[src/rtl/paddsub_seq.sv]
// Sequential packed 4x4-bit signed add/subtract: one shared 4-bit adder walks
// lanes 0..3 in CALC, then holds the result in DONE until the consumer takes it.
module paddsub_seq (
    input  logic        clk,
    input  logic        rst_n,
    input  logic        in_valid,
    output logic        in_ready,
    input  logic [15:0] a,
    input  logic [15:0] b,
    input  logic        sub,
    output logic        out_valid,
    input  logic        out_ready,
    output logic [15:0] result,
    output logic [3:0]  ovf,
    output logic        error
);

    localparam int unsigned LANE_W = 4;
    localparam int unsigned LANES  = 4;
    localparam int unsigned DATA_W = LANE_W * LANES;
    localparam int unsigned CNT_W  = 2;

    typedef enum logic [1:0] {
        IDLE = 2'd0,
        CALC = 2'd1,
        DONE = 2'd2
    } state_e;

    state_e              state_q, state_d;
    logic [CNT_W-1:0]    lane_q, lane_d;
    logic [DATA_W-1:0]   a_q, a_d;
    logic [DATA_W-1:0]   b_q, b_d;
    logic                sub_q, sub_d;
    logic [DATA_W-1:0]   result_q, result_d;
    logic [LANES-1:0]    ovf_q, ovf_d;
    logic                in_ready_q, in_ready_d;
    logic                out_valid_q, out_valid_d;

    logic [LANE_W-1:0]   a_lane;
    logic [LANE_W-1:0]   b_lane;
    logic [LANE_W-1:0]   op_b;
    logic [LANE_W-1:0]   sum;
    logic                lane_ovf;

    // Shared lane adder; subtraction is a + ~b + 1, carry-out dropped.
    always_comb begin
        a_lane = '0;
        b_lane = '0;
        for (int unsigned i = 0; i < LANES; i++) begin
            if (lane_q == CNT_W'(i)) begin
                a_lane = a_q[i*LANE_W +: LANE_W];
                b_lane = b_q[i*LANE_W +: LANE_W];
            end
        end
        op_b     = sub_q ? ~b_lane : b_lane;
        sum      = a_lane + op_b + LANE_W'(sub_q);
        lane_ovf = (a_lane[LANE_W-1] == op_b[LANE_W-1]) &&
                   (sum[LANE_W-1] != a_lane[LANE_W-1]);
    end

    // Next-state and register updates.
    always_comb begin
        state_d  = state_q;
        lane_d   = lane_q;
        a_d      = a_q;
        b_d      = b_q;
        sub_d    = sub_q;
        result_d = result_q;
        ovf_d    = ovf_q;

        case (state_q)
            IDLE: begin
                if (in_valid) begin
                    a_d      = a;
                    b_d      = b;
                    sub_d    = sub;
                    result_d = '0;
                    ovf_d    = '0;
                    lane_d   = '0;
                    state_d  = CALC;
                end
            end
            CALC: begin
                for (int unsigned i = 0; i < LANES; i++) begin
                    if (lane_q == CNT_W'(i)) begin
                        result_d[i*LANE_W +: LANE_W] = sum;
                        ovf_d[i]                     = lane_ovf;
                    end
                end
                lane_d = lane_q + CNT_W'(1);
                if (lane_q == CNT_W'(LANES - 1)) begin
                    state_d = DONE;
                end
            end
            DONE: begin
                if (out_ready) begin
                    state_d = IDLE;
                end
            end
            default: begin
                state_d = IDLE;
            end
        endcase

        in_ready_d  = (state_d == IDLE);
        out_valid_d = (state_d == DONE);
    end

    always_ff @(posedge clk) begin
        if (!rst_n) begin
            state_q     <= IDLE;
            lane_q      <= '0;
            a_q         <= '0;
            b_q         <= '0;
            sub_q       <= 1'b0;
            result_q    <= '0;
            ovf_q       <= '0;
            in_ready_q  <= 1'b1;
            out_valid_q <= 1'b0;
        end else begin
            state_q     <= state_d;
            lane_q      <= lane_d;
            a_q         <= a_d;
            b_q         <= b_d;
            sub_q       <= sub_d;
            result_q    <= result_d;
            ovf_q       <= ovf_d;
            in_ready_q  <= in_ready_d;
            out_valid_q <= out_valid_d;
        end
    end

    assign in_ready  = in_ready_q;
    assign out_valid = out_valid_q;
    assign result    = result_q;
    assign ovf       = ovf_q;
    assign error     = |ovf_q;

endmodule

[config.mk]
export PLATFORM = sky130hd
export DESIGN_NAME = paddsub_seq
export DESIGN_NICKNAME = d
export VERILOG_FILES = /design/src/rtl/paddsub_seq.sv
export SDC_FILE = /design/constraint.sdc
export NUM_CORES = 1
export LEC_CHECK = 0
export CORE_ASPECT_RATIO = 2
export CORE_MARGIN = 3
export CORE_UTILIZATION = 45
export CTS_CLUSTER_SIZE = 25
export DETAILED_ROUTE_END_ITERATION = 8
export GPL_TIMING_DRIVEN = 0
export PLACE_DENSITY = 0.72
export SLEW_MARGIN = 20
export SYNTH_ARGS = -nofsm -noshare
export SYNTH_HDL_FRONTEND = slang
export SYNTH_SLANG_ARGS = --single-unit
[constraint.sdc]
create_clock -name clk -period 3 [get_ports clk]
set_input_delay 0.6 -clock clk [delete_from_list [all_inputs] [get_ports clk]]
set_output_delay 0.6 -clock clk [all_outputs]
set_load 0.05 [all_outputs]
==> results by group, run 1 <==
Yosys
  • Post-Syn Area: 2920 um^2
  • Gate Count Post-Synth: 352
  • Yosys cell types: 45
  • Syn Nets: 396
  • Predominant post-synthesis flop cell: dfxtp_1
  • Sequential cell area fraction in the yosys report: 0.405
  • Syn avg cell area: 8.29 um^2
  • Synth Warn #: 0
  • Async SR Flop Fraction: 0
  • Post-synthesis register bit count: 59
  • EDFF count, synth: 0

CTS
  • CTS sink cnt: 59
  • CTS tree: yes
  • H-tree levels: 3
  • Clk root buf: clkbuf_16
  • Post-CTS Hold Buffers: 0
  • Clock Tree Buf Depth: 2
  • Reg clk slew, reported paths: 0.05 ns
  • Clk Latency, worst-skew pair: 0.33 ns
  • Num CTS Buffers: 9

Worst setup path
  • Setup Crit Path Kind: reg2reg
  • Max stage delay cell, worst path: dfxtp_2
  • Family with the most delay on the worst path: compound AO/OA/AOI/OAI gates
  • CP arrival: 3.09 ns
  • WP buf/inv: 3
  • Crit-path max FO: 10
  • Cell Chain, Critical Path: inv_1 -> ha_1 -> buf_6 -> clkbuf_8 -> nand3b_1 -> a21oi_1 -> a21oi_1 -> o21ai_1 -> xor2_1 -> ha_1 -> a21oi_1 -> o21a_2 -> mux2i_4 -> a32o_1
  • R2R cell count: 14
  • CP endpoint kind: flop
  • Top cell by count, worst path: a21oi_1
  • Crit path launch type: flop
  • WP depth: 14
  • CP max stage delay: 0.35 ns
  • WP data required: 3.26 ns

Timing
  • TNS Setup: 0 ns
  • # setup viols final: 0
  • Fin. Hold Viols: 0
  • Fin Clk Skew: 0.00829 ns
  • Worst-Margin Slew: 0.509 ns
  • Slew margin rel.: 0.659
  • Final period utilization: 0.944
  • Fmax: 0.353 GHz
  • Final setup margin: 0.169 ns
  • Slew Limit Fails: 0
  • RSZ-0062 raised after global routing: no
  • Period minus WS final: 2.83 ns

Floorplan
  • Core Rows: 40
  • Die Ht: 120 um
  • Die W: 63.0 um
  • Placeable Area: 6160 um^2
  • Initial Utilization: 0.474
  • Die area: 7550 um^2
  • IO Pins: 60

Drt
  • Drt total wl: 7300 um
  • DR DRC count: 0
  • WL met3: 262 um
  • Wirelength per Cell: 14.4 um
  • Top Layer Used: met4
  • Via count: 2618
  • Pre-antenna DRT Iters: 4
  • DRT antenna net count: 0
  • Routed wl met2: 4090 um
  • Initial drt markers: 115
  • Post-Route M1 WL: 2670 um
  • Number of vias per cell: 5.15

Power
  • Power density over cell area: 535 nW/um^2
  • Final Power: 2.08 mW
  • Worst IR Drop VDD: 363 uV
  • P_leak: 1.46 nW

Finish
  • Design Area, Final: 3880 um^2
  • Layout cells sized above 1: 0.0991
  • Layout area overhead: 33.0%
  • Layout Cells excl Fill: 508
  • N_diodes: 0
  • Total Nets Final: 466

Job
  • Max_cap viols: 0

Placed design
  • Dpl ws: 0.131 ns
  • Inst Count DP: 494
  • Post-DP HPWL: 5550 um
  • DP Area: 3600 um^2
  • Number of port buffers: 58
  • Placer's final routability congestion estimate: 0.854

Global routing
  • Initial antenna violation count: 0
  • Vias in the first global route: 2522
  • Largest net degree at the start of global routing: 11
  • First-pass GRT wire length: 12000 um
  • GRT Util Overall: 0.208
  • Grt ovf: 0

Worst hold path
  • WHS Path Cells: 2
  • Hold Crit Class: reg2reg

Run status
  • Outcome: finished clean
## final timing paths
path / from / endpoint / slack [ns]
setup / recovery: lane_q[1]$_SDFFE_PN0P_ / ovf[1]$_SDFFE_PN0P_ / 0.17
hold / removal: a_q[2]$_SDFFE_PN0P_ / a_q[2]$_SDFFE_PN0P_ / 0.46
setup reg to reg: lane_q[1]$_SDFFE_PN0P_ / ovf[1]$_SDFFE_PN0P_ / 0.17
hold reg to reg: a_q[2]$_SDFFE_PN0P_ / a_q[2]$_SDFFE_PN0P_ / 0.46
## stage by stage
step / hold WS (ns) / util
4_1_cts: 0.464 / 0.626
3_3_place_gp: 0.452 / 0.586
2_1_floorplan: 0.439 / -
3_5_place_dp: 0.457 / 0.586
5_1_grt: 0.479 / 0.630
6_report: 0.459 / 0.630
## layer usage
metal	global-route usage	up-vias
li1	-	1334
met1	0.200	1207
met2	0.386	59
met3	0.0515	18
met4	0.129	0
met5	0	-
## sequential cells by signal (all words and copies together), names as in the netlist
name and cells:
a_q 16, b_q 16, result 16, ovf 4, lane_q 2, state_q 2
in_ready 1, out_valid 1, sub_q 1
## cells by family after synthesis
group | synth area share
multiplexers | 0.00814
buffers and inverters | 0.0729
flip-flops | 0.405
adder cells (fa/ha/maj) | 0.0326
XOR/XNOR | 0.0120
AO/OA/AOI/OAI | 0.231
AND/OR/NAND/NOR | 0.239
## cell usage after synthesis (4+ instances only)
master    count  area (um^2)
nor2_1        8         30.0
clkbuf_8      6         82.6
clkbuf_1     13         48.8
nor2b_1       8         50.1
and3_2        4         30.0
nand3_1      11         55.1
o21ai_0       9         45.0
nand2_1     101          379
o31ai_1       5         37.5
dfxtp_1      59         1180
a21oi_1      21          105
inv_1         5         18.8
a32o_1        4         40.0
a21boi_0     41          308
ha_1          6         75.1
## report_power, final
part           switching (mW)  internal, mW
logic                   0.193         0.158
clock network           0.316         0.565
registers              0.0211         0.825
total                   0.531          1.55
## tightest hold or removal path, cell delays in order (launching register included)
cell and delay (ns):
dfxtp_1 0.30, nand2_1 0.05, a21boi_0 0.06
## layout by cell type, fill, tap and decap left out, types with 2 or more instances in the layout
master,n
a211oi_1,3
a211oi_2,2
a21boi_0,41
a21o_1,2
a21o_2,3
a21oi_1,20
a22oi_1,2
a32o_1,4
and2_1,3
and3_2,4
buf_2,2
buf_4,2
buf_6,3
clkbuf_1,16
clkbuf_16,9
clkbuf_8,7
clkdlybuf4s50_1,58
dfxtp_1,58
ha_1,5
inv_1,5
nand2_1,101
nand3_1,11
nand3b_1,3
nor2_1,7
nor2b_1,8
nor3_1,3
nor3b_1,3
o21ai_0,7
o21ai_1,4
o31ai_1,5
xnor2_1,2
xor2_1,2
## layout make-up
class,count,area [um^2]
Multi-Input combinational cell,262,1540
Tap cell,84,105
Timing Repair Buffer,59,588
Clock buffer,13,250
Buffer,26,194
Fill cell,567,2270
Inverter,5,18.8
Sequential cell,59,1180
## timing repair
item	CTS	global route
setup buffers	0	1
setup endpoints to repair	0	12
gates resized for setup	0	7
(Power assumes the default switching activity.)
==> run 2: changes to the inputs <==
--- a/config.mk
+++ b/config.mk
@@ -11,7 +11,7 @@
 export CTS_CLUSTER_SIZE = 25
 export DETAILED_ROUTE_END_ITERATION = 8
 export GPL_TIMING_DRIVEN = 0
-export PLACE_DENSITY = 0.72
+export PLACE_DENSITY = 0.69
 export SLEW_MARGIN = 20
 export SYNTH_ARGS = -nofsm -noshare
 export SYNTH_HDL_FRONTEND = slang
==> run 2 against run 1 <==
Die area unchanged. Hold slack about the same. Register-to-register slack about the same. Clock skew decreased by 0.0027 ns. Sequential share of layout area unchanged. Critical path type unchanged.
==> results by group, run 2 (synthesis gave the netlist of run 1 again) <==
Finish
  • Fill cells: 583 (was 567)
  • Most common cell after layout, fill and taps aside: nand2_1 (unchanged)
  • Layout area overhead: 33.0% (unchanged)
  • Total Nets Final: 466 (unchanged)
  • Most frequent cells in the layout: 101 x nand2_1, 58 x dfxtp_1, 58 x clkdlybuf4s50_1 (unchanged)
  • N_diodes: 0 (unchanged)
  • Layout cells sized above 1: 0.0984 (was 0.0991)

CTS
  • Clk root buf: clkbuf_16 (unchanged)
  • H-tree levels: 3 (unchanged)
  • CTS tree: yes (unchanged)
  • CTS sink cnt: 59 (unchanged)
  • Post-CTS Hold Buffers: 0 (unchanged)
  • Reg clk slew, reported paths: 0.05 ns (about the same)
  • Num CTS Buffers: 9 (unchanged)
  • Clock Tree Buf Depth: 2 (unchanged)
  • Clk Latency, worst-skew pair: 0.33 ns (about the same)

Power
  • Comb power frac: 0.169 (about the same)
  • Worst IR Drop VDD: 288 uV (was 363 uV)
  • NetSw: 547 uW (was 531 uW)
  • Power density over cell area: 536 nW/um^2 (was 535 nW/um^2)
  • Sequential Power Share: 0.406 (was 0.407)
  • Clock power share: 0.426 (was 0.424)
  • Final Power: 2.08 mW (about the same)
  • P_leak: 1.46 nW (about the same)
  • P_int: 1.53 mW (was 1.55 mW)
  • Switching power share of the total: 0.263 (was 0.255)

Floorplan
  • Placeable Area: 6160 um^2 (unchanged)
  • Die Ht: 120 um (unchanged)
  • Initial Utilization: 0.474 (unchanged)
  • IO Pins: 60 (unchanged)
  • Core Rows: 40 (unchanged)
  • Die W: 63.0 um (unchanged)
  • Die area: 7550 um^2 (unchanged)

Global routing
  • GRT Util Overall: 0.204 (was 0.208)
  • First-pass GRT wire length: 11700 um (was 12000 um)
  • Vias in the first global route: 2464 (was 2522)
  • Largest net degree at the start of global routing: 11 (unchanged)
  • Grt ovf: 0 (unchanged)
  • Initial antenna violation count: 0 (unchanged)

Drt
  • DRT antenna net count: 0 (unchanged)
  • Number of vias per cell: 4.99 (was 5.15)
  • DR DRC count: 0 (unchanged)
  • Pre-antenna DRT Iters: 4 (unchanged)
  • Via count: 2552 (was 2618)
  • Initial drt markers: 119 (was 115)
  • Wirelength per Cell: 13.9 um (was 14.4 um)
  • Drt total wl: 7090 um (was 7300 um)

Worst setup path
  • CP endpoint kind: flop (unchanged)
  • Crit path launch type: flop (unchanged)
  • R2R cell count: 14 (unchanged)
  • Cell Chain, Critical Path: inv_1 -> ha_1 -> buf_6 -> clkbuf_8 -> nand3b_1 -> a21oi_1 -> a21oi_1 -> o21ai_0 -> xor2_1 -> ha_1 -> nand2_1 -> o21a_2 -> mux2i_4 -> a32o_1 (was inv_1 -> ha_1 -> buf_6 -> clkbuf_8 -> nand3b_1 -> a21oi_1 -> a21oi_1 -> o21ai_1 -> xor2_1 -> ha_1 -> a21oi_1 -> o21a_2 -> mux2i_4 -> a32o_1)
  • WP data required: 3.27 ns (was 3.26 ns)
  • CP max stage delay: 0.35 ns (about the same)
  • Max stage delay cell, worst path: dfxtp_2 (unchanged)
  • Crit-path max FO: 10 (unchanged)
  • CP arrival: 3.10 ns (was 3.09 ns)
  • Setup Crit Path Kind: reg2reg (unchanged)

Timing
  • Slew Limit Fails: 0 (unchanged)
  • Final period utilization: 0.942 (was 0.944)
  • Fin. Hold Viols: 0 (unchanged)
  • Slew margin rel.: 0.659 (about the same)
  • TNS Setup: 0 ns (unchanged)
  • Fin Clk Skew: 0.00559 ns (was 0.00829 ns)
  • Fmax: 0.354 GHz (was 0.353 GHz)
  • Worst-Margin Slew: 0.509 ns (about the same)
  • Period minus WS final: 2.83 ns (about the same)
  • # setup viols final: 0 (unchanged)

Worst hold path
  • Hold Crit Class: reg2reg (unchanged)
  • WHS Path Cells: 2 (unchanged)

Job
  • Max_cap viols: 0 (unchanged)

Placed design
  • Post-DP HPWL: 5440 um (was 5550 um)
  • Placer's final routability congestion estimate: 0.840 (was 0.854)
  • Number of port buffers: 58 (unchanged)

Run status
  • Outcome: finished clean (unchanged)
==> run 2: what timing repair did <==
action	CTS	global route
gates resized for setup	0	4
setup endpoints to repair	0	12
buffers inserted	0	1
==> run 2: layout make-up <==
class / count / area [um^2] / share of cell area
Timing Repair Buffer: 59 / 588 / 0.152
Clock buffer: 13 / 240 / 0.0619
Multi-Input combinational cell: 262 / 1540 / 0.396
Inverter: 5 / 18.8 / 0.00484
Clock inverter: 3 / 15.0 / 0.00387
Tap cell: 84 / 105 / 0.0271
Sequential cell: 59 / 1180 / 0.305
Buffer: 26 / 194 / 0.0500
==> run 2: worst paths after layout <==
kind	start	endpoint	slack (ns)
worst max-delay path	lane_q[1]$_SDFFE_PN0P_	ovf[0]$_SDFFE_PN0P_	0.17
worst max register to register	lane_q[1]$_SDFFE_PN0P_	ovf[0]$_SDFFE_PN0P_	0.17
worst min-delay path	result[6]$_SDFFE_PN0P_	result[6]$_SDFFE_PN0P_	0.46
worst min register to register	result[6]$_SDFFE_PN0P_	result[6]$_SDFFE_PN0P_	0.46
==> run 2: power groups by stage <==
stage | registers [mW] | logic [mW] | clock network, mW
floorplan | 0.885 | 0.196 | 0
global placement | 0.859 | 0.339 | 0
detailed placement | 0.860 | 0.345 | 0
CTS | 0.845 | 0.346 | 0.894
global route | 0.849 | 0.386 | 0.939
finish | 0.844 | 0.351 | 0.886
==> run 2: per-layer routing <==
| metal | global-route usage | part of all wire | vias to the layer above |
|---|---|---|---|
| met2 | 0.383 | 0.55 | 49 |
| met4 | 0.104 | 0.026 | 0 |
| met1 | 0.205 | 0.39 | 1154 |
| li1 | - | - | 1337 |
| met5 | 0 | 0 | - |
| met3 | 0.0412 | 0.031 | 12 |
==> run 2: per-stage QoR <==
step	instances	hold WS (ns)	util	area [um^2]	setup WS [ns]
after floorplan	352	0.439	-	2920	0.450
after global placement	494	0.453	0.586	3600	0.148
after detailed placement	494	0.457	0.586	3600	0.0932
after CTS	510	0.465	0.627	3860	0.0705
after global routing	511	0.482	0.630	3880	-0.00330
final	511	0.460	0.630	3880	0.173
==> run 2: worst max-delay path, delay by kind of cell, from the launching register on <==
family	cells	cell delay [ns]
AOI/OAI and AO/OA	5	0.76
and+or+nand+nor	2	0.22
adders and majority gates	2	0.48
xor gates and xnor gates	1	0.28
DFF	1	0.35
muxes	1	0.29
buffers and inverters	3	0.38
==> run 3: changes to the inputs <==
--- a/config.mk
+++ b/config.mk
@@ -5,6 +5,7 @@
 export SDC_FILE = /design/constraint.sdc
 export NUM_CORES = 1
 export LEC_CHECK = 0
+export CAP_MARGIN = 20
 export CORE_ASPECT_RATIO = 2
 export CORE_MARGIN = 3
 export CORE_UTILIZATION = 45
==> results of run 3 <==
Same layout as run 2: the final DEF is identical, and so are final timing and power.
